===== src/rtl/exec_sequencer_if.sv =====
// Bundle of decoder-side inputs and stage/strobe outputs shared between the
// instruction sequencer and the rest of the core.
interface exec_sequencer_if #(
    parameter int unsigned IP_BITS          = 8,
    parameter int unsigned JUMP_OFFSET_BITS = 8
);
    logic                        run;
    logic                        stop;
    logic                        mem_ready;
    logic [1:0]                  op_kind;
    logic                        jump_taken;
    logic [JUMP_OFFSET_BITS-1:0] jump_offset;
    logic                        iret;
    logic                        irq;
    logic                        irq_en;

    logic [2:0]                  stage;
    logic [IP_BITS-1:0]          ip;
    logic                        fetch_req;
    logic                        reg_read_en;
    logic                        alu_en;
    logic                        reg_wr_en;
    logic                        mem_rd_req;
    logic                        mem_wr_req;
    logic                        irq_ack;
    logic                        in_isr;
    logic [IP_BITS-1:0]          saved_ip;

    // The sequencer drives stage, IP and strobes; the core environment drives the rest
    modport master (
        input  run, stop, mem_ready, op_kind, jump_taken, jump_offset, iret, irq, irq_en,
        output stage, ip, fetch_req, reg_read_en, alu_en, reg_wr_en,
               mem_rd_req, mem_wr_req, irq_ack, in_isr, saved_ip
    );

    modport slave (
        output run, stop, mem_ready, op_kind, jump_taken, jump_offset, iret, irq, irq_en,
        input  stage, ip, fetch_req, reg_read_en, alu_en, reg_wr_en,
               mem_rd_req, mem_wr_req, irq_ack, in_isr, saved_ip
    );
endinterface


===== src/rtl/exec_sequencer.sv =====
// Instruction-cycle sequencer: walks the core through fetch, register read,
// execute, memory and write-back stages, owns the instruction pointer, resolves
// jumps and handles single-level interrupt entry and return.
module exec_sequencer #(
    parameter int unsigned          IP_BITS          = 8,
    parameter int unsigned          JUMP_OFFSET_BITS = 8,
    parameter int unsigned          INSTR_BYTES      = 2,
    parameter logic [IP_BITS-1:0]   RESET_ADDRESS    = 'h00,
    parameter logic [IP_BITS-1:0]   ISR_ADDRESS      = 'h80
) (
    input  logic              clk,
    input  logic              reset,
    exec_sequencer_if.master  bus
);

    typedef enum logic [2:0] {
        IDLE           = 3'd0,
        FETCH_START    = 3'd1,
        FETCH_END      = 3'd2,
        REGISTER_FETCH = 3'd3,
        EXECUTE        = 3'd4,
        REGISTER_WB    = 3'd5,
        LOAD_STAGE     = 3'd6,
        STORE_STAGE    = 3'd7
    } stage_t;

    stage_t               stage_q;
    stage_t               stage_nxt;
    logic [IP_BITS-1:0]   ip_q;
    logic [IP_BITS-1:0]   saved_ip_q;
    logic [IP_BITS-1:0]   next_ip;
    logic [IP_BITS-1:0]   offset_ext;
    logic                 in_isr_q;
    logic                 irq_q;
    logic                 irq_pending_q;
    logic                 irq_edge;
    logic                 at_boundary;
    logic                 iret_bound;
    logic                 take_irq;
    logic                 irq_ack_q;
    logic                 fetch_req_q;
    logic                 reg_read_en_q;
    logic                 alu_en_q;
    logic                 reg_wr_en_q;
    logic                 mem_rd_req_q;
    logic                 mem_wr_req_q;

    assign offset_ext = IP_BITS'($signed(bus.jump_offset));
    assign irq_edge   = bus.irq & ~irq_q;

    // Next stage, instruction-boundary detection and the address of the following instruction
    always_comb begin
        stage_nxt   = stage_q;
        at_boundary = 1'b0;
        iret_bound  = 1'b0;
        next_ip     = ip_q + IP_BITS'(INSTR_BYTES);
        unique case (stage_q)
            IDLE:           if (bus.run) stage_nxt = FETCH_START;
            FETCH_START:    stage_nxt = FETCH_END;
            FETCH_END:      if (bus.mem_ready) stage_nxt = REGISTER_FETCH;
            REGISTER_FETCH: stage_nxt = EXECUTE;
            EXECUTE: begin
                unique case (bus.op_kind)
                    2'd0: stage_nxt = REGISTER_WB;
                    2'd1: stage_nxt = LOAD_STAGE;
                    2'd2: stage_nxt = STORE_STAGE;
                    2'd3: begin
                        at_boundary = 1'b1;
                        if (bus.iret) begin
                            iret_bound = 1'b1;
                            next_ip    = saved_ip_q;
                        end else if (bus.jump_taken) begin
                            next_ip = ip_q + IP_BITS'(INSTR_BYTES) + offset_ext;
                        end
                    end
                endcase
            end
            LOAD_STAGE:     if (bus.mem_ready) stage_nxt = REGISTER_WB;
            STORE_STAGE:    if (bus.mem_ready) at_boundary = 1'b1;
            REGISTER_WB:    at_boundary = 1'b1;
        endcase
        // The return instruction itself must always complete, so no entry on its boundary
        take_irq = at_boundary & ~bus.stop & irq_pending_q & bus.irq_en & ~in_isr_q & ~iret_bound;
        if (at_boundary) begin
            stage_nxt = bus.stop ? IDLE : FETCH_START;
        end
    end

    // Stage register, IP/interrupt bookkeeping and strobes registered from the upcoming stage
    always_ff @(posedge clk or posedge reset) begin
        if (reset) begin
            stage_q       <= IDLE;
            ip_q          <= RESET_ADDRESS;
            saved_ip_q    <= '0;
            in_isr_q      <= 1'b0;
            irq_q         <= 1'b0;
            irq_pending_q <= 1'b0;
            irq_ack_q     <= 1'b0;
            fetch_req_q   <= 1'b0;
            reg_read_en_q <= 1'b0;
            alu_en_q      <= 1'b0;
            reg_wr_en_q   <= 1'b0;
            mem_rd_req_q  <= 1'b0;
            mem_wr_req_q  <= 1'b0;
        end else begin
            stage_q   <= stage_nxt;
            irq_q     <= bus.irq;
            irq_ack_q <= take_irq;

            if (at_boundary) begin
                if (take_irq) begin
                    saved_ip_q <= next_ip;
                    ip_q       <= ISR_ADDRESS;
                    in_isr_q   <= 1'b1;
                end else begin
                    ip_q <= next_ip;
                    if (iret_bound) in_isr_q <= 1'b0;
                end
            end

            if (irq_edge) begin
                irq_pending_q <= 1'b1;
            end else if (take_irq) begin
                irq_pending_q <= 1'b0;
            end

            fetch_req_q   <= (stage_nxt == FETCH_START) || (stage_nxt == FETCH_END);
            reg_read_en_q <= (stage_nxt == REGISTER_FETCH);
            alu_en_q      <= (stage_nxt == EXECUTE);
            reg_wr_en_q   <= (stage_nxt == REGISTER_WB);
            mem_rd_req_q  <= (stage_nxt == LOAD_STAGE);
            mem_wr_req_q  <= (stage_nxt == STORE_STAGE);
        end
    end

    assign bus.stage       = stage_q;
    assign bus.ip          = ip_q;
    assign bus.saved_ip    = saved_ip_q;
    assign bus.in_isr      = in_isr_q;
    assign bus.irq_ack     = irq_ack_q;
    assign bus.fetch_req   = fetch_req_q;
    assign bus.reg_read_en = reg_read_en_q;
    assign bus.alu_en      = alu_en_q;
    assign bus.reg_wr_en   = reg_wr_en_q;
    assign bus.mem_rd_req  = mem_rd_req_q;
    assign bus.mem_wr_req  = mem_wr_req_q;

endmodule

===== src/flat_wrapper.sv =====
// flat-port wrapper written by rule: the top's interface ports become plain ports
module exec_sequencer_flat 
#(
    parameter int unsigned          IP_BITS          = 8,
    parameter int unsigned          JUMP_OFFSET_BITS = 8,
    parameter int unsigned          INSTR_BYTES      = 2,
    parameter logic [IP_BITS-1:0]   RESET_ADDRESS    = 'h00,
    parameter logic [IP_BITS-1:0]   ISR_ADDRESS      = 'h80
)
  (clk, reset, bus_run, bus_stop, bus_mem_ready, bus_op_kind, bus_jump_taken, bus_jump_offset, bus_iret, bus_irq, bus_irq_en, bus_stage, bus_ip, bus_fetch_req, bus_reg_read_en, bus_alu_en, bus_reg_wr_en, bus_mem_rd_req, bus_mem_wr_req, bus_irq_ack, bus_in_isr, bus_saved_ip);
  exec_sequencer_if #(.IP_BITS(IP_BITS), .JUMP_OFFSET_BITS(JUMP_OFFSET_BITS)) bus_i ();
  input  logic clk;
  input  logic reset;
  input wire logic [$bits(bus_i.run)-1:0] bus_run;
  input wire logic [$bits(bus_i.stop)-1:0] bus_stop;
  input wire logic [$bits(bus_i.mem_ready)-1:0] bus_mem_ready;
  input wire logic [$bits(bus_i.op_kind)-1:0] bus_op_kind;
  input wire logic [$bits(bus_i.jump_taken)-1:0] bus_jump_taken;
  input wire logic [$bits(bus_i.jump_offset)-1:0] bus_jump_offset;
  input wire logic [$bits(bus_i.iret)-1:0] bus_iret;
  input wire logic [$bits(bus_i.irq)-1:0] bus_irq;
  input wire logic [$bits(bus_i.irq_en)-1:0] bus_irq_en;
  output wire logic [$bits(bus_i.stage)-1:0] bus_stage;
  output wire logic [$bits(bus_i.ip)-1:0] bus_ip;
  output wire logic [$bits(bus_i.fetch_req)-1:0] bus_fetch_req;
  output wire logic [$bits(bus_i.reg_read_en)-1:0] bus_reg_read_en;
  output wire logic [$bits(bus_i.alu_en)-1:0] bus_alu_en;
  output wire logic [$bits(bus_i.reg_wr_en)-1:0] bus_reg_wr_en;
  output wire logic [$bits(bus_i.mem_rd_req)-1:0] bus_mem_rd_req;
  output wire logic [$bits(bus_i.mem_wr_req)-1:0] bus_mem_wr_req;
  output wire logic [$bits(bus_i.irq_ack)-1:0] bus_irq_ack;
  output wire logic [$bits(bus_i.in_isr)-1:0] bus_in_isr;
  output wire logic [$bits(bus_i.saved_ip)-1:0] bus_saved_ip;
  assign bus_i.run = bus_run;
  assign bus_i.stop = bus_stop;
  assign bus_i.mem_ready = bus_mem_ready;
  assign bus_i.op_kind = bus_op_kind;
  assign bus_i.jump_taken = bus_jump_taken;
  assign bus_i.jump_offset = bus_jump_offset;
  assign bus_i.iret = bus_iret;
  assign bus_i.irq = bus_irq;
  assign bus_i.irq_en = bus_irq_en;
  assign bus_stage = bus_i.stage;
  assign bus_ip = bus_i.ip;
  assign bus_fetch_req = bus_i.fetch_req;
  assign bus_reg_read_en = bus_i.reg_read_en;
  assign bus_alu_en = bus_i.alu_en;
  assign bus_reg_wr_en = bus_i.reg_wr_en;
  assign bus_mem_rd_req = bus_i.mem_rd_req;
  assign bus_mem_wr_req = bus_i.mem_wr_req;
  assign bus_irq_ack = bus_i.irq_ack;
  assign bus_in_isr = bus_i.in_isr;
  assign bus_saved_ip = bus_i.saved_ip;
  exec_sequencer #(.IP_BITS(IP_BITS), .JUMP_OFFSET_BITS(JUMP_OFFSET_BITS), .INSTR_BYTES(INSTR_BYTES), .RESET_ADDRESS(RESET_ADDRESS), .ISR_ADDRESS(ISR_ADDRESS)) u_core (.clk(clk), .reset(reset), .bus(bus_i));
endmodule

===== config.mk =====
export PLATFORM = sky130hd
export DESIGN_NAME = exec_sequencer_flat
export DESIGN_NICKNAME = d
export VERILOG_FILES = /design/src/rtl/exec_sequencer_if.sv /design/src/rtl/exec_sequencer.sv /design/src/flat_wrapper.sv
export SDC_FILE = /design/constraint.sdc
export NUM_CORES = 1
export LEC_CHECK = 0
export ABC_AREA = 1
export BUFFER_PORTS_ARGS = -buffer_cell sky130_fd_sc_hd__buf_2
export CELL_PAD_IN_SITES_DETAIL_PLACEMENT = 0
export CELL_PAD_IN_SITES_GLOBAL_PLACEMENT = 1
export CORE_MARGIN = 1.5
export CORE_UTILIZATION = 39
export DETAILED_ROUTE_END_ITERATION = 8
export PLACE_DENSITY = 0.88
export SLEW_MARGIN = 10
export SYNTH_ARGS = -nofsm -noshare
export SYNTH_HDL_FRONTEND = slang
export SYNTH_SLANG_ARGS = --single-unit

===== constraint.sdc =====
create_clock -name clk -period 2.24 [get_ports clk]
set_input_delay 0.448 -clock clk [delete_from_list [all_inputs] [get_ports clk]]
set_output_delay 0.448 -clock clk [all_outputs]
set_load 0.005 [all_outputs]

==> flow_metrics.env, run 1 <==
export IMPL_multi_input_area_um2=1160
export IMPL_rrSetupSlack_ns=0.10
export IMPL_clk_insertion_delay_late_ns=0.28
export IMPL_hold_viol=0
export IMPL_max_slew_margin_pct=71.4
export IMPL_clock_fmax_mhz=468
export IMPL_tightest_slew_ns=0.425
export IMPL_io_pin_count=46
export IMPL_row_count=26
export IMPL_synthSimpleGateAreaFrac_pct=30.9
export IMPL_fin_crit_ns=2.14
export IMPL_numCtsBuffers=5
export IMPL_pre_cts_ws_ns=-0.0680
export IMPL_wirelength_mm=4.60
export IMPL_grt_pass1_wl_mm=7.69
export IMPL_cts_root_buf="clkbuf_8"
export IMPL_antenna_found_initial=0
export IMPL_first_pass_iters=4
export IMPL_design_die_area_um2=5620
export IMPL_cts_buffer_depth=2
export IMPL_synth_seq_area_share_pct=35.9
export IMPL_setup_violations=0
export IMPL_finalWorstSetupSlack_ns=0.104
export IMPL_port_buffers=45
export IMPL_reg2reg_from="u_core.bus.ip[1]"
export IMPL_fp_dieW_um=75.0
export IMPL_grt_max_degree=30
export IMPL_wl_per_cell_um=12.2
export IMPL_gr_usage_all_layers_pct=18.2
export IMPL_grt_pass1_vias=1731
export IMPL_via_per_inst=4.74
export IMPL_maxSlewViolCount=0
export IMPL_fin_tns_setup_ns=0
export IMPL_crit_path_start_kind="flop"
export IMPL_hold_class="in2async"
export IMPL_leakage_nw=1.38
export IMPL_syn_inst=253
export IMPL_drc_errors=0
export IMPL_skew_ns=0.00494
export IMPL_fillers=504
export IMPL_dp_hpwl_mm=3.62
export IMPL_maxCapViolCount=0
export IMPL_rsz0062_at_grt="true"
export IMPL_start_util_pct=40.0
export IMPL_regArea_um2=727
export IMPL_vdd_drop_max_mv=0.641
export IMPL_muxShareOfSynthArea_pct=0
export IMPL_synth_area_um2=2020
export IMPL_cp_required_ns=2.41
export IMPL_overflow=0
export IMPL_ant_nets=0
export IMPL_syn_avg_cell_area_um2=7.98
export IMPL_cts_sinks=29
export IMPL_die_h_um=75.0
export IMPL_powerDensity_nw_per_um2=1230
export IMPL_gp_congestion=0.839
export IMPL_critical_path_endpoint_type="flop"
export IMPL_cts_hold_buffers=0
export IMPL_cp_data_arrival_time_ns=2.30
export IMPL_crit_type="reg2reg"
export IMPL_timing_final_crit_share_pct=95.4
export IMPL_synth_seq_cells=29
export IMPL_final_common_cell="nand2_1"
export IMPL_synth_top_family_by_area="simple AND/OR/NAND/NOR gates"
export IMPL_synth_warnings=0
export IMPL_layout_drive_gt1_share_pct=31.2
export IMPL_drt_iter0_markers=68
export IMPL_path_clk_slew_ns=0.06
export IMPL_cts_htree_levels=2
export IMPL_ys_types=40
export IMPL_r2r_worst_path_cells=13
export IMPL_synth_xor_xnor_area_share_pct=2.60
export IMPL_layout_common_cells="nand2_1, buf_2, inv_1"
export IMPL_synth_compound_area_share_pct=11.6
export IMPL_nets=341
export IMPL_via_count=1791
export IMPL_synth_nets=286
export IMPL_cts_tree="done"
export IMPL_core_um2=5040
export IMPL_path_max_fanout=4
export IMPL_n_antenna_cell=0
export IMPL_yosys_area_share_adder_pct=9.05
export IMPL_whs_ns=0.229
export IMPL_r2r_end="u_core.bus.ip[7]"
export IMPL_syn_to_final_growth_pct=23.9
export IMPL_outcome="finished, final reports clean"
==> state kept, by name, summed over array words and instances, names as in the netlist <==
signal	count
u_core.bus.alu_en	1
u_core.bus.fetch_req	1
u_core.bus.in_isr	1
u_core.bus.ip	8
u_core.bus.irq_ack	1
u_core.bus.mem_rd_req	1
u_core.bus.mem_wr_req	1
u_core.bus.reg_read_en	1
u_core.bus.reg_wr_en	1
u_core.bus.saved_ip	8
u_core.bus.stage	3
u_core.irq_pending_q	1
u_core.irq_q	1
==> where the power goes <==
part,total (mW),internal (mW),switching [mW]
clock network,0.422,0.243,0.180
logic,1.77,0.736,1.03
registers,0.877,0.711,0.166
==> Yosys cell counts (all sizes together) <==
master / count / area, µm²
nand2: 71 / 325
inv: 42 / 165
dfrtp: 29 / 726
nand3: 22 / 128
o21ai: 20 / 104
nor2: 18 / 108
ha: 13 / 163
a21oi: 10 / 53.8
o22ai: 4 / 37.5
xor2: 4 / 35.0
buf: 3 / 31.3
nand4: 2 / 27.5
nor3: 2 / 10.0
o21bai: 2 / 15.0
xnor2: 2 / 17.5
a22o: 1 / 8.76
a22oi: 1 / 7.51
and3: 1 / 6.26
clkinv: 1 / 3.75
fa: 1 / 20.0
nand3b: 1 / 7.51
nor4: 1 / 6.26
o211ai: 1 / 7.51
or2: 1 / 6.26
==> cells by family after synthesis <==
logic type               count (synthesis)
AND/OR/NAND/NOR                        119
buffers and inverters                   46
AO/OA/AOI/OAI                           39
flip-flops                              29
adder cells (fa/ha/maj)                 14
XOR/XNOR                                 6
==> per-stage QoR <==
step,util [%],std cells,area [µm²],power [mW]
4_1_cts,47.8,375,2410,2.98
2_1_floorplan,-,253,2020,2.05
5_1_grt,49.6,378,2500,3.37
3_5_place_dp,46.1,368,2320,2.54
6_report,49.6,378,2500,3.07
3_3_place_gp,46.1,368,2320,2.51
==> timing repair <==
item / 4_1_cts / 5_1_grt
pin swaps: 0 / 9
setup endpoints to repair: 4 / 7
resized for setup: 2 / 18
buffers inserted: 0 / 3
==> layer usage <==
layer | routed length [µm] | part of all wire [%] | vias to the layer above | GRT usage, %
li1 | - | - | 923 | -
met1 | 2070 | 45 | 817 | 22.6
met2 | 2160 | 47 | 42 | 30.1
met3 | 276 | 6.0 | 9 | 4.55
met4 | 82 | 1.8 | 0 | 7.68
met5 | 0 | 0 | - | 0
==> how the worst max path moves through the flow <==
stage	slack, ns	to	from
floorplan	0.17	u_core.bus.ip[7]	u_core.bus.ip[1]
global placement	-0.06	u_core.bus.saved_ip[4]	u_core.bus.ip[1]
detailed placement	-0.07	u_core.bus.saved_ip[4]	u_core.bus.ip[1]
CTS	0.04	u_core.bus.saved_ip[7]	u_core.bus.ip[1]
global route	-0.07	u_core.bus.ip[7]	u_core.bus.ip[2]
finish	0.10	u_core.bus.ip[7]	u_core.bus.ip[1]
==> final cells by class <==
cell class / instances / share of cell area [%]
multi-input combinational: 178 / 46.4
sequential: 29 / 29.1
timing repair buffer: 51 / 10.8
inverter: 43 / 6.75
tap: 70 / 3.50
clock buffer: 7 / 3.45
==> critical path: stages, from the launching register on <==
cell,delay [ns]
dfrtp_1,0.41
ha_2,0.30
ha_1,0.31
or2_2,0.28
nand2_1,0.14
nor2_2,0.06
nor2_2,0.11
inv_1,0.06
nand2_2,0.06
nand3_2,0.07
nand2_2,0.07
nand2_2,0.05
nand2_1,0.05
nand2_1,0.05
No activity file was read; power rests on OpenSTA's default activity.
==> run 2, diff against run 1 <==
--- a/config.mk
+++ b/config.mk
@@ -11,8 +11,9 @@
 export CELL_PAD_IN_SITES_GLOBAL_PLACEMENT = 1
 export CORE_MARGIN = 1.5
 export CORE_UTILIZATION = 39
+export CTS_CLUSTER_SIZE = 30
 export DETAILED_ROUTE_END_ITERATION = 8
-export PLACE_DENSITY = 0.88
+export PLACE_DENSITY = 0.9
 export SLEW_MARGIN = 10
 export SYNTH_ARGS = -nofsm -noshare
 export SYNTH_HDL_FRONTEND = slang
==> flow_metrics.env, run 2 (synthesis results as in run 1) <==
export IMPL_setup_violations=0
export IMPL_hold_class="in2async"
export IMPL_design_die_area_um2=5620
export IMPL_dp_hpwl_mm=3.58
export IMPL_port_buffers=45
export IMPL_vdd_drop_max_mv=0.695
export IMPL_tightest_slew_ns=0.456
export IMPL_cts_hold_buffers=0
export IMPL_die_h_um=75.0
export IMPL_r2r_worst_path_cells=11
export IMPL_first_pass_iters=4
export IMPL_cts_tree="done"
export IMPL_hold_viol=0
export IMPL_post_route_util_pct=50.0
export IMPL_maxSlewViolCount=0
export IMPL_rsz0062_at_grt="true"
export IMPL_finalWorstSetupSlack_ns=0.117
export IMPL_drc_errors=0
export IMPL_cts_sinks=29
export IMPL_layout_common_cells="nand2_1, buf_2, inv_1"
export IMPL_fin_tns_setup_ns=0
export IMPL_clk_insertion_delay_late_ns=0.28
export IMPL_crit_path_start_kind="flop"
export IMPL_p_total_mw=3.11
export IMPL_layout_drive_gt1_share_pct=31.7
export IMPL_skew_ns=0.00793
export IMPL_leakage_nw=1.39
export IMPL_wl_per_cell_um=12.7
export IMPL_multi_input_area_um2=1170
export IMPL_crit_type="reg2reg"
export IMPL_grt_pass1_wl_mm=7.78
export IMPL_cp_required_ns=2.42
export IMPL_gr_usage_all_layers_pct=18.5
export IMPL_cts_buffer_depth=2
export IMPL_start_util_pct=40.0
export IMPL_numCtsBuffers=5
export IMPL_fin_crit_ns=2.12
export IMPL_grt_max_degree=30
export IMPL_grt_pass1_vias=1744
export IMPL_fillers=527
export IMPL_powerDensity_nw_per_um2=1230
export IMPL_maxCapViolCount=0
export IMPL_max_slew_margin_pct=69.3
export IMPL_regArea_um2=728
export IMPL_pre_cts_ws_ns=-0.0427
export IMPL_path_max_fanout=5
export IMPL_antenna_found_initial=0
export IMPL_timing_final_crit_share_pct=94.8
export IMPL_io_pin_count=46
export IMPL_gp_congestion=0.815
export IMPL_clock_fmax_mhz=471
export IMPL_cts_root_buf="clkbuf_8"
export IMPL_n_antenna_cell=0
export IMPL_ant_nets=0
export IMPL_wirelength_mm=4.81
export IMPL_cp_data_arrival_time_ns=2.30
export IMPL_row_count=26
export IMPL_syn_to_final_growth_pct=25.0
export IMPL_outcome="finished, final reports clean"
export IMPL_core_um2=5040
export IMPL_fp_dieW_um=75.0
export IMPL_nets=342
export IMPL_final_common_cell="nand2_1"
export IMPL_via_per_inst=4.85
export IMPL_cts_htree_levels=2
export IMPL_critical_path_endpoint_type="flop"
export IMPL_overflow=0
export IMPL_path_clk_slew_ns=0.06
export IMPL_drt_iter0_markers=98
export IMPL_via_count=1840
## run 2: worst paths after layout
| path | slack (ns) | from | to |
|---|---|---|---|
| setup reg to reg | 0.12 | u_core.bus.ip[2] | u_core.bus.saved_ip[4] |
| hold reg to reg | 0.42 | u_core.irq_q | u_core.irq_pending_q |
| setup / recovery | 0.12 | u_core.bus.ip[2] | u_core.bus.saved_ip[4] |
| max in group asynchronous | 1.72 | reset | u_core.bus.ip[4] |
| min in group clk | 0.29 | bus_irq | u_core.irq_q |
| hold / removal | 0.23 | reset | u_core.bus.in_isr |
## run 2: layout make-up
type                            count  share of cell area (%)
Timing Repair Buffer               52                    11.0
Sequential cell                    29                    28.9
Inverter                           43                    6.69
Multi-Input combinational cell    178                    46.6
Tap cell                           70                    3.47
Clock buffer                        7                    3.42
## run 2: layer usage
metal  global-route usage [%]  wire [µm]
met3                     4.82        264
met4                     8.28        114
met5                        0          0
met1                     23.3       2160
met2                     30.0       2270
## run 2: critical path, cell delays in order (launching register included)
cell and delay (ns):
dfrtp_1 0.44, ha_4 0.21, xnor2_2 0.18, inv_1 0.08, ha_1 0.29, a21oi_1 0.18, o21ai_2 0.09, xor2_1 0.15
o21ai_1 0.17, nand2_1 0.10, nand3_1 0.08, nand2_1 0.05
## run 2: power by group
group,total [mW],internal (mW),switching [mW]
combinational,1.78,0.748,1.04
sequential,0.890,0.712,0.178
clock,0.436,0.243,0.192
## run 2: timing repair
item                                    CTS  global route
pin swaps                                 0             9
setup buffers                             0             4
resized for setup                         2            19
hold endpoints to repair                  0             0
endpoints found under the setup margin    4             8
## run 2: through the flow
step | cell area [µm²] | hold WS [ns] | std cells
floorplan | 2020 | 0.392 | 253
global placement | 2320 | 0.394 | 368
detailed placement | 2320 | 0.413 | 368
CTS | 2410 | 0.230 | 375
global route | 2520 | 0.279 | 379
finish | 2520 | 0.225 | 379
==> run 3, diff against run 2 <==
--- a/config.mk
+++ b/config.mk
@@ -10,10 +10,10 @@
 export CELL_PAD_IN_SITES_DETAIL_PLACEMENT = 0
 export CELL_PAD_IN_SITES_GLOBAL_PLACEMENT = 1
 export CORE_MARGIN = 1.5
-export CORE_UTILIZATION = 39
+export CORE_UTILIZATION = 35
 export CTS_CLUSTER_SIZE = 30
 export DETAILED_ROUTE_END_ITERATION = 8
-export PLACE_DENSITY = 0.9
+export PLACE_DENSITY = 0.86
 export SLEW_MARGIN = 10
 export SYNTH_ARGS = -nofsm -noshare
 export SYNTH_HDL_FRONTEND = slang
==> constraint.sdc (replaced) <==
create_clock -name clk -period 1.9 [get_ports clk]
set_input_delay 0.38 -clock clk [delete_from_list [all_inputs] [get_ports clk]]
set_output_delay 0.38 -clock clk [all_outputs]
set_load 0.005 [all_outputs]
==> flow_metrics.env, run 3 (synthesis results as in run 1) <==
export IMPL_outcome="finished with violations"
export IMPL_violations="negative setup slack"
export IMPL_nets=364
export IMPL_via_count=1930
export IMPL_via_per_inst=4.78
export IMPL_fin_crit_ns=2.05
export IMPL_r2r_worst_path_cells=11
export IMPL_cts_hold_buffers=0
export IMPL_placed_area_um2=2500
export IMPL_layout_drive_gt1_share_pct=40.7
export IMPL_clock_fmax_mhz=488
export IMPL_io_pin_count=46
export IMPL_grt_pass1_vias=1866
export IMPL_crit_path_start_kind="flop"
export IMPL_grt_max_degree=19
export IMPL_clk_insertion_delay_late_ns=0.28
export IMPL_r2r_end="u_core.bus.saved_ip[4]"
export IMPL_layout_common_cells="nand2_1, buf_2, inv_1"
export IMPL_wl_per_cell_um=12.6
export IMPL_final_common_cell="nand2_1"
export IMPL_rrSetupSlack_ns=-0.15
export IMPL_skew_ns=0.00359
export IMPL_max_slew_margin_pct=53.2
export IMPL_fillers=551
export IMPL_gr_usage_all_layers_pct=17.4
export IMPL_core_um2=5540
export IMPL_critical_path_endpoint_type="flop"
export IMPL_cts_root_buf="clkbuf_8"
export IMPL_timing_final_crit_share_pct=108
export IMPL_maxCapViolCount=0
export IMPL_syn_to_final_growth_pct=39.8
export IMPL_vdd_drop_max_mv=0.871
export IMPL_design_die_area_um2=6230
export IMPL_tightest_slew_ns=0.702
export IMPL_leakage_nw=1.52
export IMPL_port_buffers=45
export IMPL_fp_dieW_um=79.0
export IMPL_antenna_found_initial=0
export IMPL_drt_iter0_markers=96
export IMPL_n_antenna_cell=0
export IMPL_wirelength_mm=5.08
export IMPL_gp_congestion=0.832
export IMPL_rsz0062_at_grt="true"
export IMPL_finalWorstSetupSlack_ns=-0.148
export IMPL_setup_violations=8
export IMPL_overflow=0
export IMPL_dp_hpwl_mm=3.91
export IMPL_pre_cts_ws_ns=-0.312
export IMPL_path_clk_slew_ns=0.06
export IMPL_row_count=27
export IMPL_first_pass_iters=4
export IMPL_cts_htree_levels=2
export IMPL_fin_area_um2=2820
export IMPL_numCtsBuffers=5
export IMPL_post_route_util_pct=51.0
export IMPL_path_max_fanout=4
export IMPL_ant_nets=0
export IMPL_hold_viol=0
export IMPL_hold_class="in2async"
export IMPL_crit_type="reg2reg"
export IMPL_cp_required_ns=2.07
export IMPL_die_h_um=79.0
export IMPL_powerDensity_nw_per_um2=1540
export IMPL_grt_pass1_wl_mm=8.42
export IMPL_cts_buffer_depth=2
export IMPL_reg2reg_from="u_core.bus.ip[2]"
export IMPL_cts_sinks=29
export IMPL_start_util_pct=36.4
export IMPL_drc_errors=0
export IMPL_maxSlewViolCount=0
export IMPL_cts_tree="done"
export IMPL_cp_data_arrival_time_ns=2.22
==> run 3: cell types whose count changed in the layout (fill, tap and decap cells not counted), sizes merged <==
cell | previous run | this run
buf | 52 | 74
clkbuf | 7 | 8
==> run 3: per-layer routing <==
layer	vias up	share of wire [%]	global-route usage [%]
met4	0	1.4	5.79
met5	-	0	0
met2	49	49	29.9
met1	903	44	21.7
li1	972	-	-
met3	6	5.5	3.68
==> run 3: final cells by class <==
cell class / instances / area, µm² / share of cell area, %
repair buffers: 74 / 458 / 16.2
multi-input cells: 178 / 1290 / 45.6
flip-flops and latches: 29 / 728 / 25.8
inverters: 43 / 169 / 5.98
well taps: 72 / 90.1 / 3.19
clock buffers: 8 / 90.1 / 3.19
==> run 3: critical path, stage by stage, from the launching register on <==
cell	delay, ns
dfrtp_2	0.44
ha_4	0.19
xnor2_2	0.19
inv_2	0.09
ha_4	0.29
nand2_4	0.04
o21ai_2	0.18
xor2_1	0.10
o21ai_1	0.18
nand2_1	0.11
nand3_1	0.07
nand2_1	0.05
==> run 3: timing repair <==
action | 4_1_cts | 5_1_grt
buffers inserted | 4 | 2
gates resized for setup | 18 | 25
pin swaps | 15 | 22
endpoints found under the hold margin | 0 | 0
endpoints found under the setup margin | 10 | 14
==> run 3: metrics by stage <==
| step | setup TNS, ns | power (mW) | hold WS [ns] | std cells |
|---|---|---|---|---|
| after detailed placement | -1.92 | 3.25 | 0.406 | 391 |
| after global routing | -2.06 | 4.72 | 0.217 | 404 |
| after floorplan | -0.164 | 2.45 | 0.392 | 253 |
| final | -0.953 | 4.34 | 0.201 | 404 |
| after CTS | -0.753 | 4.00 | 0.210 | 402 |
| after global placement | -1.66 | 3.23 | 0.394 | 391 |
==> run 3: worst max path at each step <==
| stage | start | to | cells after the start |
|---|---|---|---|
| 2_1_floorplan | u_core.bus.ip[1] | u_core.bus.ip[7] | 16 |
| 3_3_place_gp | u_core.bus.ip[2] | u_core.bus.saved_ip[4] | 11 |
| 3_5_place_dp | u_core.bus.ip[2] | u_core.bus.saved_ip[4] | 11 |
| 4_1_cts | u_core.bus.ip[2] | u_core.bus.ip[7] | 16 |
| 5_1_grt | u_core.bus.ip[2] | u_core.bus.saved_ip[7] | 16 |
| 6_report | u_core.bus.ip[2] | u_core.bus.saved_ip[4] | 11 |
==> run 3: report_power, final <==
part | switching (mW) | total, mW | internal, mW
Combinational | 1.48 | 2.79 | 1.32
Sequential | 0.186 | 1.03 | 0.840
Clock | 0.223 | 0.517 | 0.295
Total | 1.88 | 4.34 | 2.45
